### src/rtl/reorder_buffer.sv
// In-order reorder buffer: allocates at tail, marks done on writeback, retires from head
// and pulses a physical-register release mask. Define ROB_DUAL_RETIRE_EN for two retires/cycle.
module reorder_buffer #(
  parameter int unsigned DEPTH  = 16,
  parameter int unsigned PREG_W = 6
) (
  input  logic              clk,
  input  logic              rstn,
  input  logic              alloc_valid,
  input  logic              alloc_has_dest,
  input  logic [PREG_W-1:0] alloc_dr_p,
  input  logic [PREG_W-1:0] alloc_old_dr,
  output logic              alloc_ready,
  output logic [15:0]       alloc_tag,
  input  logic              cmpl_valid,
  input  logic [15:0]       cmpl_tag,
  output logic [63:0]       retire_preg_mask,
  output logic [1:0]        retire_count,
  output logic              rob_empty
);
  localparam int unsigned IDX_W  = $clog2(DEPTH);
  localparam int unsigned PTR_W  = IDX_W + 1;
  localparam int unsigned TAG_W  = 16;
  localparam int unsigned MASK_W = 64;

  logic [PTR_W-1:0]  head_q, head_d, tail_q, tail_d;
  logic [DEPTH-1:0]  valid_q, valid_d, done_q, done_d, has_dest_q, has_dest_d;
  logic [PREG_W-1:0] dr_p_q [DEPTH];
  logic [PREG_W-1:0] dr_p_d [DEPTH];
  logic [PREG_W-1:0] old_dr_q [DEPTH];
  logic [PREG_W-1:0] old_dr_d [DEPTH];
  logic [MASK_W-1:0] retire_preg_mask_q, retire_preg_mask_d;
  logic [1:0]        retire_count_q, retire_count_d;

  logic [PTR_W-1:0]  count_c;
  logic              full_c;
  logic [IDX_W-1:0]  head_idx_c, tail_idx_c, cmpl_idx_c;
  logic              ret0_c, ret1_c;
  logic              unused_cmpl_tag_hi;

  assign count_c    = PTR_W'(tail_q - head_q);
  assign full_c     = (count_c == PTR_W'(DEPTH));
  assign head_idx_c = head_q[IDX_W-1:0];
  assign tail_idx_c = tail_q[IDX_W-1:0];
  assign cmpl_idx_c = cmpl_tag[IDX_W-1:0];
  assign unused_cmpl_tag_hi = ^cmpl_tag[TAG_W-1:IDX_W];

  assign alloc_ready      = !full_c;
  assign alloc_tag        = TAG_W'(tail_idx_c);
  assign rob_empty        = (count_c == '0);
  assign retire_preg_mask = retire_preg_mask_q;
  assign retire_count     = retire_count_q;

`ifdef ROB_DUAL_RETIRE_EN
  logic [IDX_W-1:0] head1_idx_c;
  assign head1_idx_c = IDX_W'(head_idx_c + IDX_W'(1));
`endif

  // Order matters: completion, then retire clears, then allocation writes.
  always_comb begin
    head_d             = head_q;
    tail_d             = tail_q;
    valid_d            = valid_q;
    done_d             = done_q;
    has_dest_d         = has_dest_q;
    dr_p_d             = dr_p_q;
    old_dr_d           = old_dr_q;
    retire_preg_mask_d = '0;
    retire_count_d     = '0;
    ret0_c             = valid_q[head_idx_c] && done_q[head_idx_c];
    ret1_c             = 1'b0;
`ifdef ROB_DUAL_RETIRE_EN
    ret1_c = ret0_c && valid_q[head1_idx_c] && done_q[head1_idx_c];
`endif

    if (cmpl_valid && valid_q[cmpl_idx_c]) begin
      done_d[cmpl_idx_c] = 1'b1;
    end

    if (ret0_c) begin
      valid_d[head_idx_c] = 1'b0;
      done_d[head_idx_c]  = 1'b0;
      if (has_dest_q[head_idx_c] && (old_dr_q[head_idx_c] != '0)) begin
        retire_preg_mask_d = retire_preg_mask_d | (MASK_W'(1) << old_dr_q[head_idx_c]);
      end
      retire_count_d = 2'd1;
      head_d         = PTR_W'(head_q + PTR_W'(1));
    end

`ifdef ROB_DUAL_RETIRE_EN
    if (ret1_c) begin
      valid_d[head1_idx_c] = 1'b0;
      done_d[head1_idx_c]  = 1'b0;
      if (has_dest_q[head1_idx_c] && (old_dr_q[head1_idx_c] != '0)) begin
        retire_preg_mask_d = retire_preg_mask_d | (MASK_W'(1) << old_dr_q[head1_idx_c]);
      end
      retire_count_d = 2'd2;
      head_d         = PTR_W'(head_q + PTR_W'(2));
    end
`endif

    if (alloc_valid && !full_c) begin
      valid_d[tail_idx_c]    = 1'b1;
      done_d[tail_idx_c]     = 1'b0;
      has_dest_d[tail_idx_c] = alloc_has_dest;
      dr_p_d[tail_idx_c]     = alloc_dr_p;
      old_dr_d[tail_idx_c]   = alloc_old_dr;
      tail_d                 = PTR_W'(tail_q + PTR_W'(1));
    end
  end

  // Control state with synchronous reset; in-flight entries are dropped, not released.
  always_ff @(posedge clk) begin
    if (!rstn) begin
      head_q             <= '0;
      tail_q             <= '0;
      valid_q            <= '0;
      done_q             <= '0;
      retire_preg_mask_q <= '0;
      retire_count_q     <= '0;
    end else begin
      head_q             <= head_d;
      tail_q             <= tail_d;
      valid_q            <= valid_d;
      done_q             <= done_d;
      retire_preg_mask_q <= retire_preg_mask_d;
      retire_count_q     <= retire_count_d;
    end
  end

  // Payload storage is qualified by valid and needs no reset.
  always_ff @(posedge clk) begin
    has_dest_q <= has_dest_d;
    dr_p_q     <= dr_p_d;
    old_dr_q   <= old_dr_d;
  end

endmodule

### config.mk
export PLATFORM = sky130hd
export DESIGN_NAME = reorder_buffer
export DESIGN_NICKNAME = d
export VERILOG_FILES = /design/src/rtl/reorder_buffer.sv
export SDC_FILE = /design/constraint.sdc
export NUM_CORES = 1
export LEC_CHECK = 0
export CAP_MARGIN = 5
export CORE_MARGIN = 2
export CORE_UTILIZATION = 57
export CTS_BUF_LIST = sky130_fd_sc_hd__clkbuf_2 sky130_fd_sc_hd__clkbuf_4 sky130_fd_sc_hd__clkbuf_8
export DETAILED_ROUTE_END_ITERATION = 8
export GPL_TIMING_DRIVEN = 0
export PLACE_DENSITY = 0.82
export SYNTH_ARGS = -nofsm -noshare
export SYNTH_HDL_FRONTEND = slang
export SYNTH_SLANG_ARGS = --single-unit
### constraint.sdc
create_clock -name clk -period 4.35 [get_ports clk]
set_input_delay 0.87 -clock clk [delete_from_list [all_inputs] [get_ports clk]]
set_output_delay 0.87 -clock clk [all_outputs]
set_load 0.03 [all_outputs]
Word-level counts from Yosys, hierarchy flattened
Index checks and enable logic that the tools add are counted.

Register bits after elaboration: 220. Bits of input ports: 33. Output and inout port bits: 84. Logic and storage cells: 85.

$add $sub $neg: 3. Magnitude comparators: 9. Equal/unequal tests: 1. Shift operators: 1. Mux-type cells: 27. Bitwise logic cells: 9. Reduce and logical (&&, ||, !) cells: 12.

Operator list (number): bitwise mux 96 bit (1); two-way mux 16 bit (5); left shift 1 x 6 -> 64 bit (first input constant) (1); AND 16 bit (3); NOT 16 bit (2); OR 16 bit (2); binary-select mux 6 bit (select 4 bit) (1); demux 6 bit (select 4 bit) (1); two-way mux 6 bit (3); binary-select mux 1 bit (select 4 bit) (4); bitwise mux 16 bit (1); less-than comparator 4 x 5 -> 1 bit (second input constant) (3); demux 1 bit (select 4 bit) (3); >= comparator 4 x 1 -> 1 bit (second input constant) (3); adder 5 x 1 -> 5 bit (second input constant) (2); >= comparator 5 bit (second input constant) (2); NOT 4 -> 5 bit (2); logical AND 1 bit (8); two-way mux 1 bit (8); nonzero test 6 bit (1); == test 5 bit (second input constant) (1); logical NOT 5 bit (1); less-than comparator 5 x 1 -> 1 bit (second input constant) (1); subtractor 5 bit (1); 2 further kinds (2).

Depth between registers and ports, before layout
Gate-level depths: netlist of run 1.

Depth after elaboration: 10. Depth in mapped cells: 14. Gate-level depth less buffers: 9.

Worst setup path after synthesis of run 1
No wires, ideal clock.

Path kind: register -> register. Start point: register head_q[1]. End point: register has_dest_q[7] (enable). Setup time: 0.326 ns. Data arrival time: 3.314 ns. Slack: 0.710 ns. Stages on the path, launching flop included: 15. Clock period less this slack: 3.640 ns. Cell sequence: dfxtp_1 buf_2 buf_4 buf_2 buf_2 inv_1 ha_1 nor2b_1 o21ai_0 a21oi_1 o21a_1 inv_1 and4b_1 clkbuf_1 and2_1.

Word-level cells in the longest chain between the ends: 4.

RTL lines: from (decl) (RTL line 26) `logic [PTR_W-1:0] head_q, head_d, tail_q, tail_d;`; from (signal assigned) (RTL line 115) `head_q <= '0;`; from (signal assigned) (RTL line 122) `head_q <= head_d;`; subtractor 5 bit (RTL line 41) `assign count_c = PTR_W'(tail_q - head_q);`; == test 5 bit (RTL line 42) `assign full_c = (count_c == PTR_W'(DEPTH));`; logical NOT 1 bit; net alloc_ready (RTL line 13) `output logic alloc_ready,`; logical AND 1 bit (RTL line 102) `if (alloc_valid && !full_c) begin`; to (signal assigned) (RTL line 133) `has_dest_q <= has_dest_d;`; to (decl) (RTL line 27) `logic [DEPTH-1:0] valid_q, valid_d, done_q, done_d, has_dest_q, has_dest_d;`.

The timed path passes the listed nets, and every way through them passes these cells. A chain may end at the register's enable or synchronous reset.

Final worst setup path of run 1
Start point: register head_q[1]. End point: output port alloc_ready.

Word-level cells in the longest chain between the ends: 3.

RTL lines: subtractor 5 bit (RTL line 41); == test 5 bit (RTL line 42); logical NOT 1 bit (RTL line 48) `assign alloc_ready = !full_c;`; to (decl) (RTL line 13).

No other way between the ends.

==> results of run 1 <==
Yosys cell counts, types with 8 or more instances:
library cell,instances
o21ai_0,12
inv_1,8
nor2b_1,10
and3_1,11
a21oi_1,16
nand2b_1,13
mux2i_1,12
edfxtp_1,112
dfxtp_1,107
buf_4,21
nor2_1,86
nand3_1,17
o211ai_1,12
ha_1,12
and2_1,18
nand2_1,49
clkbuf_1,14
mux4_2,37
timing repair:
action,in CTS,in global routing
endpoints found under the setup margin,81,2
gates cloned,0,0
resized for setup,6,5
pin swaps,0,0
critical path, cell delays in order, from the launching register on:
cell      delay [ns]
dfxtp_1         0.36
buf_4           0.23
buf_8           0.24
buf_4           0.24
inv_1           0.12
ha_1            0.31
nor2b_1         0.13
o21ai_0         0.25
and4b_1         0.24
o21a_2          0.22
inv_1           0.14
clkbuf_2        0.21
cell families (layout without fill, tap and decap cells):
| family | after synthesis | count (layout) | synth area share (%) |
|---|---|---|---|
| compound gates | 81 | 81 | 6.47 |
| buf+inv | 52 | 196 | 3.31 |
| flops | 219 | 219 | 63.6 |
| mux | 51 | 51 | 11.3 |
| simple gates | 233 | 233 | 13.0 |
| xor+xnor | 5 | 5 | 0.506 |
| other cells | 1 | 14 | 0.0433 |
| fa+ha+maj | 12 | 12 | 1.74 |
report_power, final:
group          switching [W]  total (W)  internal (W)
logic               0.000122   0.000182     0.0000600
clock network       0.000788    0.00181       0.00102
registers         0.00000804    0.00219       0.00218
total               0.000918    0.00419       0.00327
state kept, by name, summed over array words and instances, names as in the netlist:
signal	cells
retire_preg_mask	64
tail_q	5
valid_q	16
done_q	16
old_dr_q	96
head_q	5
has_dest_q	16
retire_count	1
metrics by stage:
step | utilization, % | setup TNS (ns)
finish | 69.9 | 0
global placement | 64.8 | -8.13
floorplan | - | 0
detailed placement | 64.9 | -12.95
CTS | 69.9 | 0
global route | 69.9 | 0
routing by layer:
layer | up-vias | GRT usage, % | part of all wire (%) | routed length [um]
met5 | - | 0 | 0 | 0
li1 | 2655 | - | - | -
met1 | 2841 | 35.1 | 40 | 8290
met2 | 363 | 42.2 | 47 | 9670
met4 | 0 | 9.63 | 2.8 | 580
met3 | 60 | 4.73 | 9.6 | 1970
how the worst max path moves through the flow:
stage                          from            end  slack [ns]  cells past startpoint
after global routing      head_q[1]    alloc_ready        0.13                     11
after global placement    head_q[1]    old_dr_q[8]       -0.28                     12
after detailed placement  head_q[1]   old_dr_q[20]       -0.44                     12
after CTS                 head_q[1]    alloc_ready        0.04                     11
final                     head_q[1]    alloc_ready        0.26                     11
after floorplan           head_q[1]  has_dest_q[7]        0.71                     14
layout make-up:
class                      instances  area, um2  share of cell area [%]
sequential                       219       5510                    52.4
multi-input combinational        396       2920                    27.8
timing repair buffer              82        812                    7.73
clock buffer                      52        647                    6.16
buffer                            42        260                    2.48
tap                              188        235                    2.24
clock inverter                    11       91.3                   0.870
inverter                           9       33.8                   0.322
==> impl_metrics.toml, run 1 <==
[run_status]
outcome = "finished, final reports clean"

[clock_network]
insertion_delay_ns = 0.54
cts_sinks = 219
cts-buffers-inserted = 35
cts_max_path_buffers = 3
hold_buffers = 0
cts_tree = "built"
path_clk_slew_ns = 0.06
cts_max_level = 2
cts_root_buffer = "clkbuf_8"
postCtsSetupBuffers = 0

[global_routing]
grtUsageTotal_pct = 25.8
grt_pass1_wl_um = 31700
grt_antenna_before_repair = 0
grt_max_degree = 20
grt_pass1_vias = 5803
overflow = 0

[sta]
finalSetupViolCount = 0
timing.fmax_ghz = 0.244
drv_slew = 0
fin_crit_sh_pct = 94.1
rsz0062_at_grt = "no"
worst_pin_slew_ns = 0.793
hold-worst-slack_ns = 0.499
hold_viol = 0
fin_worst_skew_ns = 0.0290
timing.final.ws_setup_ns = 0.255
slew_headroom_pct = 47.2
period_needed_ns = 4.09

[synth]
ys_ff_latch = 219
yosysSeqAreaShare_pct = 63.6
syn-cell-area_um2 = 8650
synth_top_cell_area_share_pct = 38.9
ys_top_cells_by_area = "edfxtp_1 39%, dfxtp_1 25%, mux4_2 9.6%"
ys.warnings.count = 0
netlist_instances = 654
synth_ff_type = "edfxtp_1"
synth_edf_count = 112
synthArstFlopShare_pct = 0
synth_cell_type_count = 52
yosysTopAreaCell = "edfxtp_1"
post_synth.cell_area_avg_um2 = 13.2

[detailed_routing]
drt-initial-drc-count = 737
antenna_left = 0
wl_per_cell_um = 20.5
firstDrtPassIters = 6
wl_um = 20500
via_count = 5919
drc = 0
via_per_inst = 5.92

[floorplan]
num_rows = 45
die_area_um2 = 16200
die_w_um = 127
core_area_um2 = 15000
initial_utilization_pct = 57.5
dieHeight_um = 127
io_pins = 117

[worst_setup_path]
rr_endpoint = "old_dr_q[57]"
start_kind = "flip-flop"
reg2reg_from = "head_q[1]"
arrival_ns = 3.22
required_ns = 3.48
crit_fanout = 19
path_class = "flip-flop to output port"
ff2ff_path_depth = 13
reg2reg_slack_ns = 0.35
crit_path_end_kind = "output port"

[final_layout]
antennaDiodeCount = 0
nFillCells = 1010
final_area_um2 = 10500
syn_to_final_growth_pct = 21.4
layout-drive-gt1-share_pct = 16.8
fin_cells = 999
final_common_cell = "edfxtp_1"
nets = 830
final_cell_mix = "112 x edfxtp_1, 107 x dfxtp_1, 86 x nor2_1, 79 x clkdlybuf4s50_1, 49 x nand2_1"

[power_and_ir_drop]
p_total_w = 0.00419
ir_drop_mv = 0.361
leakage_nw = 3.58
power.density_nw_per_um2 = 399

[place]
place_congestion = 0.918
dp.cells = 937
dp_hpwl_um = 14300
portBuffers = 81
postPlaceCellArea_um2 = 9760
post-place-ws_ns = -0.440

[min_path]
min_from = "valid_q[9]"
min_to = "valid_q[9]"
holdPathStages = 2
hp-class = "flip-flop to flip-flop"

[run]
maxCapViolCount = 0
Note: power is estimated with default switching activity, not from simulation.
==> run 2: changes to the inputs <==
Settings changed: CORE_ASPECT_RATIO from default to 0.9.
==> run 2 against run 1 <==
Against the previous run: clock skew increased by 0.0043 ns; non-clock buffer count unchanged; sequential share of layout area increased by 0.056 points; first-iteration DRC count decreased by 31%; critical path type unchanged; largest cell class unchanged.
==> impl_metrics.toml, run 2 (synthesis results as in run 1) <==
[final_layout]
regMostFlops = "old_dr_q"
nets = 830
syn_to_final_growth_pct = 21.3
final_core_util_pct = 71.1
final_cell_mix = "112 x edfxtp_1, 107 x dfxtp_1, 86 x nor2_1, 79 x clkdlybuf4s50_1, 49 x nand2_1"
largest_register_ffs = 96
final_common_cell = "edfxtp_1"
layout-drive-gt1-share_pct = 16.4
final_area_um2 = 10500
fin_cells = 1005
antennaDiodeCount = 0

[worst_setup_path]
rr_endpoint = "old_dr_q[52]"
crit_buf_inv = 6
crit_fanout = 19
reg2reg_from = "head_q[1]"
start_kind = "flip-flop"
crit_start = "head_q[1]"
cpMaxStageDelayCell = "dfxtp_1"
path_class = "flip-flop to output port"
reg2reg_slack_ns = 0.29
ff2ff_path_depth = 13
endpoint = "alloc_ready"
arrival_ns = 3.26
path_cells = "buf_4 -> buf_8 -> buf_4 -> inv_1 -> ha_1 -> nor2b_1 -> o21ai_1 -> and4b_1 -> o21a_2 -> inv_1 -> clkbuf_2"
crit_path_max_incr_delay_ns = 0.40
critical_path_cell_count = 11
cpLargestDelayFamily = "buffers and inverters"
required_ns = 3.48
crit_path_end_kind = "output port"

[clock_network]
postCtsSetupBuffers = 0
cts_max_path_buffers = 3
cts_sinks = 219
path_clk_slew_ns = 0.07
cts_max_level = 2
insertion_delay_ns = 0.53
cts_root_buffer = "clkbuf_8"
cts_tree = "built"
cts-buffers-inserted = 35

[run]
maxCapViolCount = 0

[global_routing]
grtUsageTotal_pct = 25.7
grt_pass1_vias = 5699
grt_max_degree = 20
overflow = 0
grt_antenna_before_repair = 0
grt_pass1_wl_um = 31200

[power_and_ir_drop]
leakage_nw = 3.57
p_total_w = 0.00417
ir_drop_mv = 0.261
power.density_nw_per_um2 = 397

[sta]
rsz0062_at_grt = "no"
fin_worst_skew_ns = 0.0333
slew_headroom_pct = 43.4
period_needed_ns = 4.13
fin_crit_sh_pct = 94.9
worst_pin_slew_ns = 0.842
drv_slew = 0
fin_setup_tns_ns = 0
timing.fmax_ghz = 0.242
finalSetupViolCount = 0
hold_viol = 0

[floorplan]
core_area_um2 = 14800
dieHeight_um = 121
die_w_um = 134
initial_utilization_pct = 58.6
die_area_um2 = 16200
io_pins = 117
num_rows = 42

[place]
dp_hpwl_um = 14300
dp.cells = 947
postPlaceCellArea_um2 = 9770
portBuffers = 81
place_congestion = 0.998

[detailed_routing]
drt-initial-drc-count = 506
wl_met3_um = 2220
firstDrtPassIters = 5
antenna_left = 0
wl_met2_um = 9400
wl_per_cell_um = 20.3
top_layer = "met4"
drc = 0
wl_um = 20400
via_count = 5863
met1_length_um = 8350
via_per_inst = 5.83

[min_path]
hp-class = "flip-flop to flip-flop"

[run_status]
outcome = "finished, final reports clean"
run 2: cell types whose count changed in the layout (fill, tap and decap cells not counted), sizes merged:
cell and change:
clkinv +1, bufinv +1, inv -2, clkbuf -3, clkinvlp -1
run 2: through the flow:
| stage | worst slack (ns) | hold WS, ns |
|---|---|---|
| floorplan | 0.710 | 0.436 |
| global placement | -0.400 | 0.452 |
| detailed placement | -0.455 | 0.473 |
| CTS | 0.0278 | 0.487 |
| global route | 0.0280 | 0.528 |
| finish | 0.222 | 0.490 |
run 2: cell type report:
type | count | area [um2]
tap | 198 | 248
fill | 975 | 4270
inverter | 9 | 33.8
clock inverter | 10 | 96.3
clock buffer | 49 | 618
sequential | 219 | 5510
buffer | 42 | 260
multi-input combinational | 396 | 2920
timing repair buffer | 82 | 812
run 2: per-layer routing:
layer  global-route usage [%]  up-vias
met2                     40.5      340
met1                     35.2     2825
met5                        0        -
met3                     6.39       46
met4                     9.38        0
li1                         -     2652
run 2: power breakdown:
part	internal, W	switching (W)	total, W
Combinational	0.0000602	0.000123	0.000183
Sequential	0.00218	0.00000750	0.00219
Clock	0.00103	0.000758	0.00179
Total	0.00328	0.000888	0.00417
run 2: worst min-delay path, cell delays in order (launching register included):
cell and delay [ns]:
dfxtp_1 0.33, nand2_1 0.06, o2bb2ai_1 0.05
run 2: how the worst min path moves through the flow:
stage,start,slack (ns),cells past startpoint,to
floorplan,valid_q[10],0.44,2,valid_q[10]
global placement,valid_q[10],0.45,2,valid_q[10]
detailed placement,valid_q[9],0.47,2,valid_q[9]
CTS,valid_q[9],0.49,2,valid_q[9]
global route,valid_q[9],0.53,2,valid_q[9]
finish,valid_q[10],0.49,2,valid_q[10]
run 2: what timing repair did:
item,in CTS,in global routing
hold buffers,0,0
resized for setup,7,6
cloned,0,0
setup endpoints to repair,107,23
==> run 3: changes to the inputs <==
Settings changed: CORE_UTILIZATION 57 to 50, PLACE_DENSITY 0.82 to 0.74, REMOVE_ABC_BUFFERS from default to 1, SKIP_LAST_GASP from default to 1.
==> run 3 against run 2 <==
Against the previous run: routed wire length fell by 4.8%; final cell count fell by 2.1%; first-iteration DRC count rose by 23%; worst hold slack got worse by 0.021 ns; final area fell by 1.5%; sequential power barely moved; critical endpoint is now rob_empty; clock-buffer cell count rose by 4; die area rose by 14%; utilization fell by 9.9 points; register-to-register slack improved by 0.36 ns; via count fell by 3.3%; largest power group unchanged.
==> impl_metrics.toml, run 3 (synthesis results as in run 1) <==
[clock_network]
cts_sinks = 219
cts_max_level = 2
cts_max_path_buffers = 3
path_clk_slew_ns = 0.06
cts_root_buffer = "clkbuf_8"
cts_tree = "built"
cts-buffers-inserted = 35
insertion_delay_ns = 0.52

[sta]
timing.fmax_ghz = 0.241
worst_pin_slew_ns = 1.08
fin_worst_skew_ns = 0.0134
timing.final.ws_setup_ns = 0.196
period_needed_ns = 4.15
hold_viol = 0
finalSetupViolCount = 0
hold-worst-slack_ns = 0.469
slew_headroom_pct = 27.8
rsz0062_at_grt = "no"
drv_slew = 0
fin_crit_sh_pct = 95.5

[floorplan]
io_pins = 117
die_area_um2 = 18400
num_rows = 45
initial_utilization_pct = 51.2
die_w_um = 143
core_area_um2 = 16900
dieHeight_um = 129

[run_status]
outcome = "finished, final reports clean"

[detailed_routing]
via_per_inst = 5.76
via_count = 5670
drc = 0
drt-initial-drc-count = 624
wl_per_cell_um = 19.8
firstDrtPassIters = 5
wl_um = 19400
antenna_left = 0

[place]
dp_hpwl_um = 13500
postPlaceCellArea_um2 = 9640
post-place-ws_ns = 0.318
dp.cells = 923
portBuffers = 85
place_congestion = 0.883

[final_layout]
nets = 795
largest_register_ffs = 96
regMostFlops = "old_dr_q"
final_cell_mix = "112 x edfxtp_1, 104 x dfxtp_1, 86 x nor2_1, 84 x clkdlybuf4s50_1, 49 x nand2_1"
fin_cells = 984
final_common_cell = "edfxtp_1"
syn_to_final_growth_pct = 19.5
layout-drive-gt1-share_pct = 14.5
antennaDiodeCount = 0
final_area_um2 = 10300

[worst_setup_path]
reg2reg_from = "head_q[1]"
ff2ff_path_depth = 9
rr_endpoint = "has_dest_q[14]"
start_kind = "flip-flop"
path_class = "flip-flop to output port"
crit_path_end_kind = "output port"
arrival_ns = 3.28
reg2reg_slack_ns = 0.65
required_ns = 3.48
crit_fanout = 24

[global_routing]
grt_pass1_wl_um = 30300
grt_max_degree = 28
grt_pass1_vias = 5594
grtUsageTotal_pct = 21.6
overflow = 0
grt_antenna_before_repair = 0

[power_and_ir_drop]
ir_drop_mv = 0.182
leakage_nw = 3.44
power.density_nw_per_um2 = 395

[min_path]
min_from = "valid_q[10]"
min_to = "valid_q[10]"
hp-class = "flip-flop to flip-flop"
holdPathStages = 2

[run]
maxCapViolCount = 0
[run 3: worst max-delay path, cell delays in order (launching register included)]
cell	delay (ns)
dfxtp_4	0.49
buf_12	0.24
inv_1	0.15
ha_1	0.31
nor2b_1	0.14
o21ai_0	0.27
nand2_1	0.13
nor3_1	0.18
a31oi_1	0.07
nor2b_1	0.12
clkdlybuf4s50_1	0.68
[run 3: report_power, final]
part | internal [W] | leakage [nW] | switching (W) | total, W
clock | 0.000944 | 0.367 | 0.000768 | 0.00171
combinational | 0.0000563 | 1.20 | 0.000117 | 0.000173
sequential | 0.00218 | 1.88 | 0.00000795 | 0.00219
[run 3: metrics by stage]
stage | setup TNS, ns | utilization (%) | power [W]
4_1_cts | 0 | 61.2 | 0.00410
3_5_place_dp | 0 | 57.1 | 0.00241
6_report | 0 | 61.2 | 0.00408
5_1_grt | 0 | 61.2 | 0.00421
3_3_place_gp | -96.89 | 56.6 | 0.00240
2_1_floorplan | 0 | - | 0.00233
[run 3: what timing repair did]
| item | CTS | global route |
|---|---|---|
| hold buffers | 0 | 0 |
| buffers inserted | 1 | 0 |
| endpoints found under the setup margin | 2 | 1 |
| gates resized for setup | 1 | 2 |
| pin swaps | 0 | 0 |
| gates cloned | 0 | 0 |
[run 3: worst max-delay path by stage]
stage | startpoint | end | slack (ns)
after floorplan | head_q[1] | has_dest_q[7] | 0.45
after global placement | head_q[1] | alloc_ready | -0.98
after detailed placement | head_q[1] | alloc_ready | 0.32
after CTS | head_q[1] | alloc_ready | 0.06
after global routing | head_q[1] | rob_empty | 0.008
final | head_q[1] | rob_empty | 0.20
[run 3: per-layer routing]
metal,global-route usage (%),routed length [um],up-vias
li1,-,-,2589
met1,30.0,8370,2746
met2,33.9,8870,304
met3,5.17,1860,31
met4,7.05,347,0
met5,0,0,-
[run 3: cell type report]
cell class | instances | area [um2]
inverters | 9 | 33.8
repair buffers | 89 | 928
clock inverters | 7 | 41.3
clock buffers | 53 | 642
flip-flops and latches | 219 | 5510
fillers | 1241 | 6560
well taps | 211 | 264
multi-input cells | 396 | 2910
